===== config.mk =====
export PLATFORM = sky130hd
export DESIGN_NAME = radix_4_otf_quot_converter
export DESIGN_NICKNAME = d
export VERILOG_FILES = /design/src/rtl/radix_4_div_pkg.sv /design/src/rtl/radix_4_otf_step.sv /design/src/rtl/radix_4_otf_quot_converter.sv
export SDC_FILE = /design/constraint.sdc
export NUM_CORES = 1
export LEC_CHECK = 0
export BUFFER_PORTS_ARGS = -buffer_cell sky130_fd_sc_hd__buf_2
export CAP_MARGIN = 30
export CORE_UTILIZATION = 40
export DETAILED_ROUTE_END_ITERATION = 8
export HOLD_SLACK_MARGIN = 0.15
export PLACE_DENSITY = 0.63
export SLEW_MARGIN = 40
export SYNTH_ARGS = -nofsm -noshare
export SYNTH_HDL_FRONTEND = slang
export SYNTH_SLANG_ARGS = --single-unit

===== constraint.sdc =====
create_clock -name clk -period 2.2 [get_ports clk]
set_input_delay 0.44 -clock clk [delete_from_list [all_inputs] [get_ports clk]]
set_output_delay 0.44 -clock clk [all_outputs]
set_load 0.03 [all_outputs]

===== src/rtl/radix_4_div_pkg.sv =====
// rtl/radix_4_div_pkg.sv - shared radix-4 SRT divider constants and OTF state type
//
// Purpose: one-hot quotient digit encoding and on-the-fly converter state enum,
//          shared by the quotient-digit-selection logic and the OTF converter.
// Ports:   none (package).

package radix_4_div_pkg;

   localparam int QUOT_ONEHOT_WIDTH = 5;

   // Bit index of each digit inside the one-hot digit vector.
   localparam int QUOT_NEG_2 = 0;
   localparam int QUOT_NEG_1 = 1;
   localparam int QUOT_ZERO  = 2;
   localparam int QUOT_POS_1 = 3;
   localparam int QUOT_POS_2 = 4;

   localparam logic [QUOT_ONEHOT_WIDTH-1:0] DIGIT_NEG_2 = QUOT_ONEHOT_WIDTH'(1) << QUOT_NEG_2;
   localparam logic [QUOT_ONEHOT_WIDTH-1:0] DIGIT_NEG_1 = QUOT_ONEHOT_WIDTH'(1) << QUOT_NEG_1;
   localparam logic [QUOT_ONEHOT_WIDTH-1:0] DIGIT_ZERO  = QUOT_ONEHOT_WIDTH'(1) << QUOT_ZERO;
   localparam logic [QUOT_ONEHOT_WIDTH-1:0] DIGIT_POS_1 = QUOT_ONEHOT_WIDTH'(1) << QUOT_POS_1;
   localparam logic [QUOT_ONEHOT_WIDTH-1:0] DIGIT_POS_2 = QUOT_ONEHOT_WIDTH'(1) << QUOT_POS_2;

   typedef enum logic [1:0] {
      OTF_IDLE      = 2'd0,
      OTF_BUSY      = 2'd1,
      OTF_WAIT_SIGN = 2'd2,
      OTF_DONE      = 2'd3
   } otf_state_e;

endpackage


===== src/rtl/radix_4_otf_step.sv =====
// rtl/radix_4_otf_step.sv - combinational Q/QM update for one radix-4 quotient digit
//
// Purpose: given the current Q/QM pair and a one-hot digit, produce the next pair
//          using only shifts and constant low bits (no carry-propagate adder).
// Ports:
//   q, qm            current quotient and quotient-minus-one
//   digit            one-hot digit (bit0=-2 .. bit4=+2)
//   q_next, qm_next  updated pair; equal to q/qm when the digit is not one-hot
//   illegal          digit is zero or multi-hot

module radix_4_otf_step
   import radix_4_div_pkg::*;
#(
   parameter int WIDTH = 32
)(
   input  logic [WIDTH-1:0]             q,
   input  logic [WIDTH-1:0]             qm,
   input  logic [QUOT_ONEHOT_WIDTH-1:0] digit,
   output logic [WIDTH-1:0]             q_next,
   output logic [WIDTH-1:0]             qm_next,
   output logic                         illegal
);

   // After a 2-bit left shift the low two bits are zero, so "+k" is a concatenation.
   always_comb begin
      q_next  = q;
      qm_next = qm;
      illegal = 1'b0;
      case (digit)
         DIGIT_POS_2: begin
            q_next  = {q[WIDTH-3:0], 2'b10};
            qm_next = {q[WIDTH-3:0], 2'b01};
         end
         DIGIT_POS_1: begin
            q_next  = {q[WIDTH-3:0], 2'b01};
            qm_next = {q[WIDTH-3:0], 2'b00};
         end
         DIGIT_ZERO: begin
            q_next  = {q[WIDTH-3:0], 2'b00};
            qm_next = {qm[WIDTH-3:0], 2'b11};
         end
         DIGIT_NEG_1: begin
            q_next  = {qm[WIDTH-3:0], 2'b11};
            qm_next = {qm[WIDTH-3:0], 2'b10};
         end
         DIGIT_NEG_2: begin
            q_next  = {qm[WIDTH-3:0], 2'b10};
            qm_next = {qm[WIDTH-3:0], 2'b01};
         end
         default: illegal = 1'b1;
      endcase
   end

endmodule


===== src/rtl/radix_4_otf_quot_converter.sv =====
// rtl/radix_4_otf_quot_converter.sv - radix-4 SRT on-the-fly quotient converter
//
// Purpose: accumulates redundant radix-4 quotient digits into the Q/QM pair,
//          applies the final remainder sign correction and hands out the binary
//          quotient over a valid/ready handshake.
// Optional: RADIX_4_OTF_ONEHOT_CHECK_EN adds the sticky err_o illegal-digit flag.
// Ports:
//   clk, rst_n                       clock, asynchronous active-low reset
//   kill_i                           synchronous abort back to IDLE
//   start_valid_i/start_ready_o      start handshake, iter_num_i sampled on accept
//   digit_valid_i/digit_ready_o      digit handshake for quot_digit_i
//   rem_sign_valid_i, rem_neg_i      final remainder sign
//   quot_valid_o/quot_ready_i        result handshake for quot_o
//   err_o                            (optional) sticky non-one-hot digit flag

module radix_4_otf_quot_converter #(
   parameter int WIDTH             = 32,
   parameter int QUOT_ONEHOT_WIDTH = radix_4_div_pkg::QUOT_ONEHOT_WIDTH,
   parameter int MAX_ITER          = WIDTH / 2,
   parameter int ITER_W            = $clog2(MAX_ITER + 1)
)(
   input  logic                         clk,
   input  logic                         rst_n,
   input  logic                         kill_i,
   input  logic                         start_valid_i,
   output logic                         start_ready_o,
   input  logic [ITER_W-1:0]            iter_num_i,
   input  logic                         digit_valid_i,
   output logic                         digit_ready_o,
   input  logic [QUOT_ONEHOT_WIDTH-1:0] quot_digit_i,
   input  logic                         rem_sign_valid_i,
   input  logic                         rem_neg_i,
   output logic                         quot_valid_o,
   input  logic                         quot_ready_i,
   output logic [WIDTH-1:0]             quot_o
`ifdef RADIX_4_OTF_ONEHOT_CHECK_EN
   ,
   output logic                         err_o
`endif
);

   import radix_4_div_pkg::*;

   otf_state_e        state, state_next;
   logic [WIDTH-1:0]  q, qm, q_next, qm_next;
   logic [ITER_W-1:0] cnt, n_iter;
   logic              illegal;
   logic              start_acc, digit_acc, sign_acc;

   radix_4_otf_step #(.WIDTH(WIDTH)) u_step (
      .q       (q),
      .qm      (qm),
      .digit   (quot_digit_i),
      .q_next  (q_next),
      .qm_next (qm_next),
      .illegal (illegal)
   );

   // Accepting from DONE while the result is consumed lets operations run back to back.
   assign start_ready_o = (state == OTF_IDLE) || ((state == OTF_DONE) && quot_ready_i);
   assign digit_ready_o = (state == OTF_BUSY);
   assign quot_valid_o  = (state == OTF_DONE);

   assign start_acc = start_valid_i && start_ready_o && !kill_i;
   assign digit_acc = digit_valid_i && (state == OTF_BUSY) && !kill_i;
   assign sign_acc  = rem_sign_valid_i && (state == OTF_WAIT_SIGN) && !kill_i;

   assign n_iter = (iter_num_i > ITER_W'(MAX_ITER)) ? ITER_W'(MAX_ITER) : iter_num_i;

   always_ff @(posedge clk or negedge rst_n) begin
      if (!rst_n) state <= OTF_IDLE;
      else        state <= state_next;
   end

   always_comb begin
      state_next = state;
      if (kill_i) begin
         state_next = OTF_IDLE;
      end else if (start_acc) begin
         state_next = (n_iter == '0) ? OTF_WAIT_SIGN : OTF_BUSY;
      end else begin
         case (state)
            OTF_BUSY:      if (digit_acc && (cnt == '0)) state_next = OTF_WAIT_SIGN;
            OTF_WAIT_SIGN: if (sign_acc) state_next = OTF_DONE;
            OTF_DONE:      if (quot_ready_i) state_next = OTF_IDLE;
            default:       state_next = state;
         endcase
      end
   end

   always_ff @(posedge clk or negedge rst_n) begin
      if (!rst_n) begin
         q      <= '0;
         qm     <= '1;
         cnt    <= '0;
         quot_o <= '0;
      end else begin
         if (kill_i) begin
            q   <= '0;
            qm  <= '1;
            cnt <= '0;
         end else if (start_acc) begin
            q   <= '0;
            qm  <= '1;
            cnt <= (n_iter == '0) ? '0 : n_iter - ITER_W'(1);
         end else if (digit_acc) begin
            q   <= q_next;
            qm  <= qm_next;
            cnt <= cnt - ITER_W'(1);
         end
         // A negative final remainder means the quotient overshot by one.
         if (sign_acc) quot_o <= rem_neg_i ? qm : q;
      end
   end

`ifdef RADIX_4_OTF_ONEHOT_CHECK_EN
   always_ff @(posedge clk or negedge rst_n) begin
      if (!rst_n)                      err_o <= 1'b0;
      else if (kill_i || start_acc)    err_o <= 1'b0;
      else if (digit_acc && illegal)   err_o <= 1'b1;
   end
`else
   logic unused_illegal;
   assign unused_illegal = illegal;
`endif

endmodule

## Yosys cells after proc, flatten, opt, wreduce, memory -nomap -nowiden

Cells that the tools add are included.

- Magnitude comparators: 1
- Reduce and logical (&&, ||, !) cells: 18
- Equal/unequal tests: 11
- Multiplexer cells: 21
- $add $sub $neg: 2

Operator list:

| cell | number |
|---|---|
| 32-bit one-hot mux with 5 select lines | 2 |
| 32-bit two-way mux | 7 |
| 5-bit two-way mux | 5 |
| 2-bit two-way mux | 6 |
| 5-bit logical NOT | 2 |
| 5-bit by 1-bit subtractor with 5-bit output (second input constant) | 2 |
| 1-bit logical AND | 8 |
| 4-bit by 2-bit != test with 1-bit output (second input constant) | 2 |
| 7-bit nonzero test | 1 |
| 2-bit one-hot mux with 3 select lines | 1 |
| 5-bit by 1-bit == test with 1-bit output (second input constant) | 1 |
| 5-bit by 2-bit == test with 1-bit output (second input constant) | 1 |
| 5-bit by 3-bit == test with 1-bit output (second input constant) | 1 |
| 5-bit by 4-bit == test with 1-bit output (second input constant) | 1 |
| 5-bit == test (second input constant) | 1 |
| 5-bit > comparator (second input constant) | 1 |
| 5-bit nonzero test | 1 |
| 2-bit == test (second input constant) | 2 |
| 4-bit != test (second input constant) | 1 |
| 4-bit AND reduction | 1 |
| 3-bit nonzero test | 1 |
| 2-bit by 1-bit == test with 1-bit output (second input constant) | 1 |
| 2-bit logical NOT | 1 |
| 2-bit AND reduction | 1 |
| 2 further kinds | 2 |

- Bits in registers: 103
- Word-level logic and storage cells: 58
- Input port bits: 18
- Output and inout bits: 35

## Logic depth before layout (Yosys ltp)

- Word-level depth: 8
- Mapped depth: 7
- Mapped depth without buffers: 7

## Cells and area by module

From an unflattened synthesis, not the netlist that was laid out.

- Cells, all modules: 679
- Area, all modules: 6,178.4 µm²

Modules (own cells, without submodules):

| module | times used | area each (µm²) | seq. area each (µm²) | cells each |
|---|---|---|---|---|
| radix_4_otf_quot_converter | 1 | 4,734.5 | 2,617.5 | 492 |
| radix_4_otf_step | 1 | 1,443.9 | 0.0 | 187 |

## Worst setup path after synthesis

Ideal clock, no wire load.

- Path kind: input to register
- From: input iter_num_i[4]
- To: register cnt[0]
- Path buffers: 0
- Arrival time: 1.769 ns
- Data required time: 2.069 ns
- Slack: 0.300 ns
- Setup time: 0.131 ns
- Cell stages on the path: 7
- Cells stage by stage: inv_1 nand2_1 ha_1 or4b_1 o2111ai_1 a21oi_1 or3_1

- Word-level cells in the longest chain between the ends: 6
- Elaborated cells on any way between the ends: 7
- Those cells by class: 1 x add/sub; 1 x order compare; 4 x mux; 1 x reduce/logical

RTL lines:

| what | line | text |
|---|---|---|
| start, declared | radix_4_otf_quot_converter.sv:27 | `input logic [ITER_W-1:0] iter_num_i,` |
| 5-bit > comparator | radix_4_otf_quot_converter.sv:68 | `assign n_iter = (iter_num_i > ITER_W'(MAX_ITER)) ? ITER_W'(MAX_ITER) : iter_num_i;` |
| 5-bit two-way mux * | radix_4_otf_quot_converter.sv:68 |  |
| 5-bit by 1-bit subtractor with 5-bit output / 5-bit logical NOT (equally long branches) | radix_4_otf_quot_converter.sv:105 | `cnt <= (n_iter == '0) ? '0 : n_iter - ITER_W'(1);` |
| 5-bit two-way mux * | radix_4_otf_quot_converter.sv:105 |  |
| 5-bit two-way mux * | radix_4_otf_quot_converter.sv:102 | `end else if (start_acc) begin` |
| 5-bit two-way mux * | radix_4_otf_quot_converter.sv:98 | `if (kill_i) begin` |
| end signal, assigned | radix_4_otf_quot_converter.sv:105 |  |
| end signal, assigned | radix_4_otf_quot_converter.sv:109 | `cnt <= cnt - ITER_W'(1);` |
| end, declared | radix_4_otf_quot_converter.sv:46 | `logic [ITER_W-1:0] cnt, n_iter;` |

Every way passes the cells marked *; elsewhere a longest branch is shown, timed or not.
A chain may end at the register's enable or synchronous reset.

## Worst setup path in the final report

- From: register state[0]
- To: output start_ready_o

- Word-level cells in the longest chain between the ends: 3
- Elaborated cells on any way between the ends: 4
- Those cells by class: 1 x eq/ne; 3 x reduce/logical

RTL lines:

| what | line | text |
|---|---|---|
| start, declared | radix_4_otf_quot_converter.sv:44 | `otf_state_e state, state_next;` |
| start signal, assigned | radix_4_otf_quot_converter.sv:72 | `else state <= state_next;` |
| 2-bit == test | radix_4_otf_quot_converter.sv:60 | `assign start_ready_o = (state == OTF_IDLE) \|\| ((state == OTF_DONE) && quot_ready_i);` |
| 1-bit logical AND | radix_4_otf_quot_converter.sv:60 |  |
| 1-bit logical OR * | radix_4_otf_quot_converter.sv:60 |  |
| end, declared | radix_4_otf_quot_converter.sv:26 | `output logic start_ready_o,` |

Marked as above.

==> run_results.csv <==
group,metric,value,unit
sta,rsz0062_at_grt,"false",
pwr,clkPwrFrac,0.248,
pwr,ir_worst_vdd,463,uV
route,wl,12.5,mm
cts,post-cts-setup-buffers,0,
global_route,globalRouteOverflowTotal,0,
sta,finalCritPeriodShare,0.918,
placed_design,place_inst,724,
status,status,"finished clean",
cts,htree_levels,3,
yosys,synth_ff_type,"dfrtp_1",
route,top_layer,"met4",
cts,clkSinkCount,103,
route,drt_iter0_markers,268,
floorplan,row_count,42,
sta,hold_viol,0,
cts,clk_pin_slew,70,ps
sta,layout_min_cycle_time,2020,ps
cts,clock_path_buffers,2,
worst_setup_path,required,1760,ps
floorplan,core_area,13500,sq um
floorplan,die_w,120,um
worst_setup_path,critPathMaxStageDelay,500,ps
global_route,antenna_found_initial,0,
sta,setup_tns,0,ps
global_route,grt_usage,0.182,
yosys,synth-seq-area-share,0.468,
yosys,netlist_area,5590,sq um
layout,final_layout_size_suffix_gt1_frac,0.223,
worst_setup_path,critPathBufInv,1,
hold_path,min_path_type,"in2reg",
cts,clkLatencyLatePin,350,ps
pwr,swShare,0.388,
pwr,seqPwrFrac,0.408,
layout,area_delta_synth_final,14.4,%
route,vias_per_cell,5.53,
yosys,syn_nets,541,
yosys,yosys.cell_types.count,53,
worst_setup_path,cp_top_family,"simple AND/OR/NAND/NOR gates",
worst_setup_path,worst_setup_path_end_kind,"output port",
global_route,grt_max_degree,67,
route,firstDrtPassIters,4,
sta,skew,9.15,ps
placed_design,hpwl,7.64,mm
cts,postCtsHoldBufs,1,
route,wl_met2,5.96,mm
sta,relSlewSlack,0.679,
layout,final_nets,581,
cts,cts_made_buffers,9,
yosys,ys_ff_latch,103,
floorplan,io_pins,53,
pwr,pwr_density_cell,955,nW/um^2
floorplan,die_h,120,um
floorplan,initial_core_util,0.416,
placed_design,portBuffers,52,
cts,ctsResizeCount,0,
layout,instances_no_fill,741,
yosys,yosysWarnings,0,
sta,final_max_slew_viol_count,0,
pwr,leakagePower,3.09,nW
route,met3WireLength,475,um
yosys,syn_inst,520,
placed_design,gp_congestion,0.795,
worst_setup_path,rrSetupSlack,330,ps
pwr,p_comb_frac,0.344,
layout,post-route-util,0.476,
layout,multi_input_area,2750,sq um
cts,cts_tree,"done",
route,wl_met1,5.85,mm
sta,setup_violations,0,
sta,max_freq,0.495,GHz
layout,num_antenna_cells,0,
yosys,async_reset_ff_frac,1.00,
route,num_vias,4100,
global_route,first_global_vias,4206,
yosys,synth_edf_count,0,
floorplan,dieArea,14500,sq um
job,drv_cap,0,
worst_setup_path,critPathMaxFanout,11,
placed_design,dpl-instance-area,6110,sq um
layout,seqCellArea,2620,sq um
worst_setup_path,worstSetupStartpointType,"register",
route,ant_nets,0,
layout,design_area,6400,sq um
sta,tightestPinTransition,482,ps
worst_setup_path,criticalPathCategory,"reg2out",
pwr,intPower,3.74,mW
worst_setup_path,cp_data_arrival_time,1580,ps
cts,clockRootBuffer,"clkbuf_16",
route,drc,0,
worst_setup_path,crit_chain,"and3_1 -> or2_2 -> buf_2",
yosys,syn_area_per_cell,10.8,sq um
worst_setup_path,cp_slowest_cell,"dfrtp_1",
pwr,p_switching,2.37,mW
layout,fillers,1308,
route,wl_per_cell,16.8,um
global_route,grt_pass1_wl,20.8,mm
## per-stage QoR
step	worst slack, ps	total power [mW]	hold slack, ps
floorplan	300	3.98	144
global placement	143	4.62	477
detailed placement	64.8	4.66	481
CTS	172	6.19	350
global route	126	6.44	371
finish	181	6.11	359
## layer usage
| layer | vias to the layer above | GRT usage |
|---|---|---|
| met2 | 74 | 0.291 |
| met1 | 2039 | 0.247 |
| met4 | 0 | 0.0594 |
| met5 | - | 0 |
| met3 | 17 | 0.0387 |
| li1 | 1970 | - |
## layout make-up
class,instances,area share
clock buffers,12,0.0385
clock inverters,4,0.00469
inverters,6,0.00352
multi-input cells,368,0.429
flip-flops and latches,103,0.409
well taps,176,0.0344
repair buffers,72,0.0806
## power by group through the flow
stage,Sequential (mW),Clock [mW],Combinational (mW)
finish,2.49,1.52,2.10
global route,2.55,1.61,2.28
CTS,2.50,1.56,2.13
detailed placement,2.53,0,2.13
global placement,2.51,0,2.11
floorplan,3.07,0,0.909
## logic make-up after synthesis
kind of cell / Yosys count / synth area share
AO/OA/AOI/OAI: 70 / 0.0783
XOR/XNOR: 8 / 0.0125
flip-flops: 103 / 0.468
buffers and inverters: 49 / 0.0436
AND/OR/NAND/NOR: 136 / 0.120
multiplexers: 151 / 0.271
adder cells (fa/ha/maj): 3 / 0.00671
## synthesized netlist by cell type (2+ instances only)
master | n | share of area
a211o_1 | 3 | 0.0047
a21oi_1 | 38 | 0.034
ha_1 | 3 | 0.0067
buf_4 | 5 | 0.0067
and3_1 | 2 | 0.0022
buf_6 | 4 | 0.0081
mux2i_1 | 150 | 0.27
buf_2 | 9 | 0.0081
nand4b_1 | 2 | 0.0031
dfrtp_1 | 71 | 0.32
clkbuf_1 | 24 | 0.016
or4_1 | 2 | 0.0027
a21o_1 | 2 | 0.0027
or3_1 | 3 | 0.0034
nor3_1 | 36 | 0.032
inv_1 | 6 | 0.0040
nor2_1 | 41 | 0.028
xor2_1 | 4 | 0.0063
nand2_1 | 5 | 0.0034
o211ai_1 | 3 | 0.0040
o21ai_1 | 2 | 0.0018
o21ai_0 | 7 | 0.0063
nand3_1 | 34 | 0.030
dfstp_2 | 32 | 0.15
xnor2_1 | 4 | 0.0063
## final timing paths
path | from | endpoint | depth (start not counted)
worst max-delay path | state[0] | start_ready_o | 3
worst min-delay path | kill_i | cnt[4] | 2
worst max register to register | state[0] | q[17] | 5
worst min register to register | quot_o[21] | quot_o[21] | 2
max in group asynchronous | rst_n | qm[23] | 3
min in group asynchronous | rst_n | cnt[3] | 3
## cell usage in the layout, fill, tap and decap left out, types with 4 or more instances in the layout
master,synthesis,routed
o21ai_0,7,7
buf_4,5,12
inv_1,6,6
nand2_1,5,5
xnor2_1,4,4
a21oi_1,38,38
nor2_1,41,41
xor2_1,4,4
buf_2,9,51
clkbuf_16,0,9
dfstp_2,32,32
mux2i_1,150,150
nor3_1,36,36
nand3_1,34,34
buf_12,0,8
dfrtp_1,71,71
## registers in the layout, summed over array words and instances (netlist names)
name / flops
quot_o: 32
state: 2
cnt: 5
qm: 32
q: 32
Power figures use the tool's default switching activity.
